### src/rtl/rr_mux_select_gen_if.sv
// Handshake bundle between the request sources and the round-robin select generator.
// The slave side is the arbiter; the master side drives requests and done.
interface rr_mux_select_gen_if;
  logic [3:0] req;
  logic       done;
  logic [1:0] select;
  logic [3:0] grant;
  logic       valid;
  logic       timeout;

  modport master (output req, output done,
                  input  select, input grant, input valid, input timeout);
  modport slave  (input  req, input done,
                  output select, output grant, output valid, output timeout);
endinterface

### src/rtl/rr_mux_select_gen.sv
// Round-robin arbiter producing the registered 2-bit select, one-hot grant and valid
// for a downstream 4:1 mux, with a hold limit that revokes long-running grants.
module rr_mux_select_gen #(
  parameter int HOLD_MAX = 8,
  parameter int CNT_W    = 4
) (
  input  logic                 clk,
  input  logic                 rst_n,
  rr_mux_select_gen_if.slave   bus
);

  typedef enum logic {IDLE, GRANT} state_t;

  localparam logic [CNT_W-1:0] HOLD_LAST = CNT_W'(HOLD_MAX - 1);
  localparam logic [CNT_W-1:0] CNT_SAT   = '1;

  state_t           state_q, state_d;
  logic [1:0]       sel_q, sel_d;
  logic [1:0]       last_q, last_d;
  logic [3:0]       grant_q, grant_d;
  logic             valid_q, valid_d;
  logic             timeout_q, timeout_d;
  logic [CNT_W-1:0] cnt_q, cnt_d;
  logic [1:0]       winner;
  logic             rel_done, rel_wd, rel_hold;

  // First set request strictly after the previous owner, wrapping 3->0.
  function automatic logic [1:0] rr_pick(input logic [3:0] r, input logic [1:0] last);
    logic [1:0] idx;
    logic [1:0] win;
    logic       found;
    win   = last;
    found = 1'b0;
    for (int i = 1; i <= 4; i++) begin
      idx = last + 2'(i);
      if (!found && r[idx]) begin
        win   = idx;
        found = 1'b1;
      end
    end
    return win;
  endfunction

  assign winner   = rr_pick(bus.req, last_q);
  assign rel_done = bus.done;
  assign rel_wd   = !bus.req[sel_q];
  assign rel_hold = (cnt_q == HOLD_LAST);

  always_comb begin
    state_d   = state_q;
    sel_d     = sel_q;
    last_d    = last_q;
    grant_d   = grant_q;
    valid_d   = valid_q;
    timeout_d = 1'b0;
    cnt_d     = cnt_q;
    case (state_q)
      IDLE: begin
        grant_d = 4'b0000;
        valid_d = 1'b0;
        cnt_d   = '0;
        if (|bus.req) begin
          state_d = GRANT;
          sel_d   = winner;
          grant_d = 4'b0001 << winner;
          valid_d = 1'b1;
        end
      end
      GRANT: begin
        if (rel_done || rel_wd || rel_hold) begin
          state_d   = IDLE;
          last_d    = sel_q;
          grant_d   = 4'b0000;
          valid_d   = 1'b0;
          cnt_d     = '0;
          // Only a pure hold-limit revocation is reported as a timeout.
          timeout_d = !rel_done && !rel_wd;
        end else if (cnt_q != CNT_SAT) begin
          cnt_d = cnt_q + CNT_W'(1);
        end
      end
      default: state_d = IDLE;
    endcase
  end

  always_ff @(posedge clk or negedge rst_n) begin
    if (!rst_n) begin
      state_q   <= IDLE;
      sel_q     <= 2'b00;
      last_q    <= 2'b11;
      grant_q   <= 4'b0000;
      valid_q   <= 1'b0;
      timeout_q <= 1'b0;
      cnt_q     <= '0;
    end else begin
      state_q   <= state_d;
      sel_q     <= sel_d;
      last_q    <= last_d;
      grant_q   <= grant_d;
      valid_q   <= valid_d;
      timeout_q <= timeout_d;
      cnt_q     <= cnt_d;
    end
  end

  assign bus.select  = sel_q;
  assign bus.grant   = grant_q;
  assign bus.valid   = valid_q;
  assign bus.timeout = timeout_q;

endmodule

### src/flat_wrapper.sv
// flat-port wrapper written by rule: the top's interface ports become plain ports
module rr_mux_select_gen_flat 
#(
  parameter int HOLD_MAX = 8,
  parameter int CNT_W    = 4
)
  (clk, rst_n, bus_req, bus_done, bus_select, bus_grant, bus_valid, bus_timeout);
  rr_mux_select_gen_if bus_i ();
  input  logic clk;
  input  logic rst_n;
  input wire logic [$bits(bus_i.req)-1:0] bus_req;
  input wire logic [$bits(bus_i.done)-1:0] bus_done;
  output wire logic [$bits(bus_i.select)-1:0] bus_select;
  output wire logic [$bits(bus_i.grant)-1:0] bus_grant;
  output wire logic [$bits(bus_i.valid)-1:0] bus_valid;
  output wire logic [$bits(bus_i.timeout)-1:0] bus_timeout;
  assign bus_i.req = bus_req;
  assign bus_i.done = bus_done;
  assign bus_select = bus_i.select;
  assign bus_grant = bus_i.grant;
  assign bus_valid = bus_i.valid;
  assign bus_timeout = bus_i.timeout;
  rr_mux_select_gen #(.HOLD_MAX(HOLD_MAX), .CNT_W(CNT_W)) u_core (.clk(clk), .rst_n(rst_n), .bus(bus_i));
endmodule
### config.mk
export PLATFORM = sky130hd
export DESIGN_NAME = rr_mux_select_gen_flat
export DESIGN_NICKNAME = d
export VERILOG_FILES = /design/src/rtl/rr_mux_select_gen_if.sv /design/src/rtl/rr_mux_select_gen.sv /design/src/flat_wrapper.sv
export SDC_FILE = /design/constraint.sdc
export NUM_CORES = 1
export LEC_CHECK = 0
export CAP_MARGIN = 5
export CORE_UTILIZATION = 39
export CTS_CLUSTER_SIZE = 20
export DETAILED_ROUTE_END_ITERATION = 7
export PLACE_DENSITY = 0.66
export SYNTH_ARGS = -nofsm -noshare
export SYNTH_HDL_FRONTEND = slang
export SYNTH_SLANG_ARGS = --single-unit
### constraint.sdc
create_clock -name clk -period 2.3 [get_ports clk]
set_input_delay 0.46 -clock clk [delete_from_list [all_inputs] [get_ports clk]]
set_output_delay 0.46 -clock clk [all_outputs]
set_load 0.01 [all_outputs]
==> results of run 1 <==
-- state kept, by name, summed over array words and instances (netlist names) --
name	flops
u_core.bus.grant	4
u_core.bus.timeout	1
u_core.cnt_q	4
u_core.bus.valid	1
u_core.last_q	2
u_core.state_q	1
u_core.bus.select	2
-- kinds of logic (layout without fill, tap and decap cells) --
family                   after synthesis  count (layout)
AO/OA/AOI/OAI                         15              15
XOR/XNOR                               2               2
adder cells (fa/ha/maj)                1               1
buffers and inverters                  1              19
flip-flops                            15              15
multiplexers                           5               5
AND/OR/NAND/NOR                       28              28
-- final timing paths --
kind                                 startpoint              endpoint  slack (ns)  cells past startpoint
setup / recovery           u_core.bus.select[0]         bus_select[0]        0.53                      1
hold / removal                 u_core.bus.valid      u_core.bus.valid        0.49                      1
setup reg to reg                u_core.cnt_q[0]      u_core.last_q[0]        0.71                      5
hold reg to reg                u_core.bus.valid      u_core.bus.valid        0.49                      1
max in group asynchronous                 rst_n  u_core.bus.select[1]        1.32                      1
min in group asynchronous                 rst_n   u_core.bus.grant[0]        0.57                      1
-- where the power goes --
group / total [uW] / switching, uW / internal, uW
registers: 476 / 105 / 371
clock network: 151 / 86.0 / 64.5
logic: 453 / 198 / 256
-- cell type report --
class,instances,area (sq um),area share
clock buffer,3,22.5,0.0242
clock inverter,1,5.00,0.00537
multi-input combinational,51,348,0.373
sequential,15,378,0.405
tap,25,31.3,0.0336
timing repair buffer,15,148,0.158
-- routing by layer --
layer  vias up  share of wire
met5         -              0
met4         0              0
met3         0          0.047
met2        15           0.46
met1       288           0.49
li1        285              -
-- stage by stage --
step | power [uW] | util
CTS | 1090 | 0.534
floorplan | 730 | -
finish | 1080 | 0.534
global placement | 928 | 0.518
global route | 1160 | 0.534
detailed placement | 932 | 0.518
-- cell usage in the layout, fill, tap and decap left out, types with 3 or more instances in the layout --
cell type / synthesis / final
a21oi_1: 3 / 3
clkbuf_4: 0 / 3
clkdlybuf4s50_1: 0 / 14
dfrtp_1: 13 / 13
nand2_1: 4 / 4
nor2_1: 8 / 8
nor3_1: 5 / 5
==> results.md, run 1 <==
* Setup ws final at 0.527 ns
* Seq/Total Area, Yosys at 0.518
* RSZ-0062 raised after global routing: no
* Post-Synth Adder-Cell Area at 0.0172
* GRT busiest layer: met1
* Final TNS setup at 0 ns
* WP buf/inv at 1
* Grt met1 use at 0.242
* WP data arrival at 1.31 ns
* Pre-CTS WS at 0.321 ns
* Commonest register cell after synthesis: dfrtp_1
* Worst-Margin Slew at 0.647 ns
* Met2 usage at 0.241
* Num rows at 15
* Fin. Hold Viols at 0
* Drt drc at 0
* Startpoint Class: flip-flop
* Multiplexer share of the synthesized area at 0.0806
* Synth Area in Simple Gates at 0.199
* Tot GR Track Use at 0.168
* CP max stage delay at 0.58 ns
* Leakage at 0.000392 uW
* DRT iter0 DRCs at 11
* WS Path Type: reg2out
* Post_cts resized at 0
* Grt met3 use at 0.0480
* Period utilization at 0.771
* Post-synth design cell area at ~730 sq um
* Post-Route Skew at 0.00331 ns
* Nets at 94
* Routability Congestion at about 0.74
* # diodes at 0
* DIE AREA at roughly 2000 sq um
* Post-synthesis net count at 75
* Power Density at between 1000 and 1500 nW/um^2
* H-Tree Depth at 1
* Number of global-route vias before repair at roughly 560
* Placed insts at 106
* Worst hold path class: reg2reg
* Fillers at 174
* CP Data Required Time at 1.84 ns
* Largest net degree at the start of global routing at 16
* Drt first pass iters at 4
* Max Clock Freq at 0.564 GHz
* Slew headroom at 0.567
* XOR/XNOR Fraction of Synth Area at 0.0240
* Top cells by area, synth: dfrtp_1 (45%), dfstp_2 (7.2%), nor2_1 (4.1%), nor3_1 (3.4%), mux2_2 (3.1%)
* Worst vdd ir at 0.587 mV
* Post-DR wirelength/cell at 13.1 um
* Fin. max-slew vios at 0
* Initial antenna violation count at 0
* Max_cap viols at 0
* Mean post-synth cell area at ~11 sq um
* CTS Buf Count at 3
* Port Buffers at 14
* CP cell instances: clkdlybuf4s50_1
* P&R area growth vs syn at 27.8%
* Starting Density at 0.418
* Yosys warnings at 0
* Antenna-violating nets left at 0
* Top cells by count, synth: dfrtp_1 (13), nor2_1 (8), nor3_1 (5), nand2_1 (4), a21oi_1 (3)
* Largest family of logic cells by synthesized area: simple AND/OR/NAND/NOR gates
* I/O pins at 15
* Status: completed
* Core area at roughly 1700 sq um
* Die Span Y at 45.2 um
* Post-DP HPWL at roughly 1100 um
* Crit path max fanout at 5
* Global-route wire length before repair at 2470 um
* DR vias/cell at 5.35
* Hold Buf Count CTS at 0
* Routed WL at 1440 um
* CP top delay family: buffers and inverters
* Final instance area at 932 sq um
* Leading area contributor after synthesis: dfrtp_1
* Flops & latches, synth at 15
* Final hold slack at 0.486 ns
* Post-synth EDFFs at 0
* Synth cell types at 32
* Asr flop ratio synth at 1.00
* Min Tclk post-route at 1.77 ns
* Worst-Skew Late Latency at 0.28 ns
* Type of destination of the critical path: primary output
* Share of the synthesized area in the top cell type at 0.446
* Slowest CP cell: clkdlybuf4s50_1
* Die Span X at around 45 um
* Final setup violation count at 0
* GR Overflow Total at 0
* Final Instance Count excl. Fillers at 110
* Clock buffer depth at 2
* Clk slew on worst S/H paths at 0.09 ns
* Synth Area in Compound Gates at 0.156
* Clock Sinks at 15
* Post-Syn Instances at 67
* Top-count cell post-synth: dfrtp_1
* Post-CTS Setup Inserts at 0
* Via Count at 588
* CTS Root Cell: clkbuf_4
* Area after DPL at 905 sq um
* Layout cells sized above 1 at 0.141
* CTS tree: done
Power figures use the tool's default switching activity.
==> run 2, diff against run 1 <==
clock period = 1.7 ns   (was 2.3 ns; I/O delays follow)
==> run 2 against run 1 <==
Worst hold slack worse by 0.13 ns. Cell count up 8.2%. Register-to-register slack worse by 0.54 ns. Non-clock buffer count up 9. Final area up 7.4%. Sequential power up 35%. Flip-flop and latch count is the same. Sequential share of layout area decreased by 2.7 points. Global-route usage grew 0.80 points. Via count up 1.9%. Worst setup slack got worse by 0.46 ns. Wire length rose by 2.6%.
==> results.md, run 2 (same netlist as run 1, synthesis figures left out) <==
* Final TNS setup at 0 ns
* Post-CTS Setup Inserts at 0
* WP buf/inv at 1
* WP data arrival at 1.29 ns
* Fin. Hold Viols at 0
* Final hold slack at 0.353 ns
* Routed WL at roughly 1500 um
* DR top layer: met3
* Worst-Margin Slew at 0.405 ns
* Clock Sinks at 15
* CP max stage delay at 0.57 ns
* Slew headroom at 0.729
* Period utilization at 0.959
* Max_cap viols at 0
* Tot GR Track Use at 0.176
* P&R area growth vs syn at 37.2%
* RSZ-0062 raised after global routing: no
* WL met1 at 782 um
* Die Span X at 45.2 um
* DR WL met3 at 49 um
* DIE AREA at around 2000 sq um
* Antenna-violating nets left at 0
* DR vias/cell at 5.03
* Number of global-route vias before repair at 567
* WS Path Type: reg2out
* H-Tree Depth at 1
* CTS Root Cell: clkbuf_4
* DRT iter0 DRCs at 6
* Slowest CP cell: clkdlybuf4s50_1
* Commonest cells after routing, fill and taps aside: clkdlybuf4s50_1 (14), dfrtp_1 (12), buf_4 (10)
* # diodes at 0
* Startpoint Class: flip-flop
* Min Tclk post-route at 1.63 ns
* Nets at 103
* Clock buffer depth at 2
* CP Data Required Time at 1.36 ns
* Pre-CTS WS at -0.104 ns
* Core area at between 1500 and 2000 sq um
* Post-DR wirelength/cell at ~12 um
* Worst-Skew Late Latency at 0.28 ns
* Port Buffers at 14
* Drt first pass iters at 4
* CP cell instances: clkdlybuf4s50_1
* Clk slew on worst S/H paths at 0.09 ns
* Power Density at 1480 nW/um^2
* Routability Congestion at roughly 0.71
* Type of destination of the critical path: primary output
* Post-Route Skew at 0.00441 ns
* Die Span Y at 45.2 um
* Drt drc at 0
* Num rows at 15
* Crit path max fanout at 5
* Commonest non-fill, non-tap cell in the layout: clkdlybuf4s50_1
* Via Count at 599
* Starting Density at 0.418
* CTS Buf Count at 3
* Layout cells sized above 1 at 0.234
* CTS tree: done
* I/O pins at 15
* Worst vdd ir at 0.699 mV
* Initial antenna violation count at 0
* Largest net degree at the start of global routing at 16
* Status: completed
* WL met2 at 642 um
* Max Clock Freq at between 0.6 and 0.7 GHz
* Fin. max-slew vios at 0
* Global-route wire length before repair at about 2600 um
* Worst hold path class: in2async
* CP top delay family: buffers and inverters
* Final setup violation count at 0
* Setup ws final at 0.0689 ns
* Post-DP HPWL at 1150 um
* Leakage at 0.000435 uW
* GR Overflow Total at 0
-- run 2: repair_timing --
action / CTS / global route
endpoints found under the setup margin: 0 / 1
gates resized for setup: 0 / 1
hold buffers: 0 / 0
-- run 2: through the flow --
| step | instance area [sq um] | util | power, uW | cells |
|---|---|---|---|---|
| 2_1_floorplan | 729 | - | 987 | 67 |
| 3_3_place_gp | 972 | 0.557 | 1280 | 115 |
| 5_1_grt | 1000 | 0.573 | 1590 | 119 |
| 4_1_cts | 1000 | 0.573 | 1500 | 119 |
| 6_report | 1000 | 0.573 | 1490 | 119 |
| 3_5_place_dp | 972 | 0.557 | 1280 | 115 |
-- run 2: where the power goes --
group | internal (uW) | switching [uW] | leakage (uW) | total (uW)
Sequential | 504 | 137 | 0.000189 | 642
Combinational | 363 | 279 | 0.000228 | 642
Clock | 87.4 | 116 | 0.0000177 | 203
Total | 954 | 532 | 0.000435 | 1490
-- run 2: final timing paths --
kind	end	depth (start not counted)	from	slack, ns
setup / recovery	bus_select[0]	1	u_core.bus.select[0]	0.07
hold / removal	u_core.bus.grant[0]	2	rst_n	0.35
setup reg to reg	u_core.bus.grant[1]	4	u_core.last_q[1]	0.17
hold reg to reg	u_core.bus.valid	1	u_core.bus.valid	0.49
max in group asynchronous	u_core.last_q[1]	2	rst_n	1.10
min in group clk	u_core.bus.valid	1	u_core.bus.valid	0.49
-- run 2: layout make-up --
class                   count  area (sq um)
fillers                   155           744
flip-flops and latches     15           379
multi-input cells          51           348
repair buffers             24           215
well taps                  25          31.3
clock buffers               3          22.5
clock inverters             1          5.00
-- run 2: per-layer routing --
metal	vias to the layer above	global-route usage
li1	304	-
met1	284	0.254
met2	11	0.264
met3	0	0.0360
met4	0	0.0545
met5	-	0
==> run 3, diff against run 2 <==
CTS_BUF_LIST = sky130_fd_sc_hd__clkbuf_16   (was unset)
GPL_ROUTABILITY_DRIVEN = 0   (was unset)
==> run 3 against run 2 <==
Wire length increased by 6.1%. Final area increased by 5.1%. Power increased by 18%. Die area unchanged. Critical path depth increased by 6. Clock power increased by 120%. Maximum frequency about the same. First-iteration DRC count decreased by 17%. Via count increased by 0.33%. Non-clock buffer count unchanged. Clock skew about the same. Critical path type is now in2reg. Critical endpoint is now u_core.bus.grant[2]. Highest routed layer is now met4.
==> results.md, run 3 (same netlist as run 1, synthesis figures left out) <==
* Clock buffer depth at 2
* # diodes at 0
* GR Overflow Total at 0
* Period utilization at 0.960
* Seq pwr share at 0.369
* Sw frac at 0.324
* CTS Buf Count at 3
* Placed insts at around 120
* Internal reg-to-reg setup slack at 0.15 ns
* P&R area growth vs syn at 44.3%
* Worst-Margin Slew at 0.397 ns
* Worst-Skew Late Latency at 0.25 ns
* Type of destination of the critical path: flip-flop
* Clock Sinks at 15
* Worst vdd ir at approximately 1.2 mV
* Slew headroom at 0.734
* Post-CTS Setup Inserts at 0
* Drt drc at 0
* Worst hold path class: in2async
* Fin. max-slew vios at 0
* Drt first pass iters at 3
* Clk slew on worst S/H paths at 0.05 ns
* Die Span Y at 45.2 um
* CP Data Required Time at 1.86 ns
* DIE AREA at 2050 sq um
* Number of global-route vias before repair at 581
* Initial antenna violation count at 0
* Startpoint Class: input pin
* RSZ-0062 raised after global routing: no
* Final instance area at 1050 sq um
* Core area at 1750 sq um
* DR vias/cell at 5.05
* Num rows at 15
* Via Count at about 600
* Clock power share at 0.260
* Sw power at 566 uW
* Logic pwr share at 0.371
* Final setup violation count at 0
* Max_cap viols at 0
* Layout cells sized above 1 at 0.223
* Largest net degree at the start of global routing at 16
* Tot GR Track Use at 0.186
* Status: completed
* Post_cts resized at 0
* Commonest cells after routing, fill and taps aside: clkdlybuf4s50_1 (14), dfrtp_1 (13), buf_4 (10)
* Min Tclk post-route at between 1.5 and 2 ns
* CTS Root Cell: clkbuf_16
* I/O pins at 15
* Leakage at 0.000459 uW
* Die Span X at between 40 and 50 um
* Final hold slack at 0.401 ns
* Max Clock Freq at approximately 0.61 GHz
* Commonest non-fill, non-tap cell in the layout: clkdlybuf4s50_1
* Core Util, Final at 0.603
* Post-DR wirelength/cell at approximately 13 um
* CTS tree: done
* DRT iter0 DRCs at 5
* WP data arrival at 1.79 ns
* Global-route wire length before repair at 2680 um
* Fillers at about 150
* Post-Route Skew at 0.00434 ns
* Starting Density at 0.418
* Final TNS setup at 0 ns
* Post-DP HPWL at 1150 um
* Nets at 103
* Power Density at 1660 nW/um^2
* H-Tree Depth at 1
* Final Instance Count excl. Fillers at 119
* Fin. Hold Viols at 0
* WS Path Type: in2reg
* Int Pwr at 1180 uW
* Antenna-violating nets left at 0
* Port Buffers at 14
* Hold Buf Count CTS at 0
* Area after DPL at between 900 and 1000 sq um
* Routed WL at about 1600 um
* Crit path max fanout at 5
run 3: cell count changes in the layout (fill, tap and decap cells not counted):
cell       before  now
dfrtp_1        12   13
clkbuf_16       0    3
dfrtp_2         1    0
clkbuf_4        3    0
run 3: routing by layer:
layer,up-vias,global-route usage,part of all wire
met5,-,0,0
met4,0,0.0727,0.012
met3,2,0.0480,0.033
met2,12,0.278,0.45
met1,283,0.258,0.51
li1,304,-,-
run 3: area by class of cell:
cell class	instances	area [sq um]	share of cell area
Clock inverter	1	5.00	0.00476
Clock buffer	3	75.1	0.0713
Multi-Input combinational cell	51	348	0.331
Timing Repair Buffer	24	215	0.205
Tap cell	25	31.3	0.0297
Sequential cell	15	378	0.359
run 3: power by group through the flow:
stage	Clock (uW)	Sequential (uW)	Combinational, uW
floorplan	0	635	352
global placement	0	641	635
detailed placement	0	644	640
CTS	462	644	655
global route	482	666	704
finish	455	644	647
run 3: final timing paths:
| check | to | from | depth (start not counted) |
|---|---|---|---|
| max | u_core.bus.grant[2] | bus_req[3] | 7 |
| min | u_core.bus.grant[0] | rst_n | 2 |
| max reg2reg | u_core.bus.grant[1] | u_core.last_q[1] | 4 |
| min reg2reg | u_core.bus.valid | u_core.bus.valid | 1 |
| max in group asynchronous | u_core.last_q[1] | rst_n | 2 |
| min in group clk | u_core.bus.valid | u_core.bus.valid | 1 |
run 3: stage by stage:
| stage | total power [uW] | setup WS (ns) |
|---|---|---|
| floorplan | 987 | 0.0837 |
| global placement | 1280 | -0.110 |
| finish | 1750 | 0.0688 |
| detailed placement | 1280 | -0.104 |
| CTS | 1760 | 0.0643 |
| global route | 1850 | 0.00559 |
run 3: critical path: stages:
cell and delay, ns:
clkdlybuf4s50_1 0.47, buf_4 0.13, nor4_1 0.05, buf_4 0.14, nor2_1 0.31, nand2_1 0.16, o2bb2ai_1 0.18
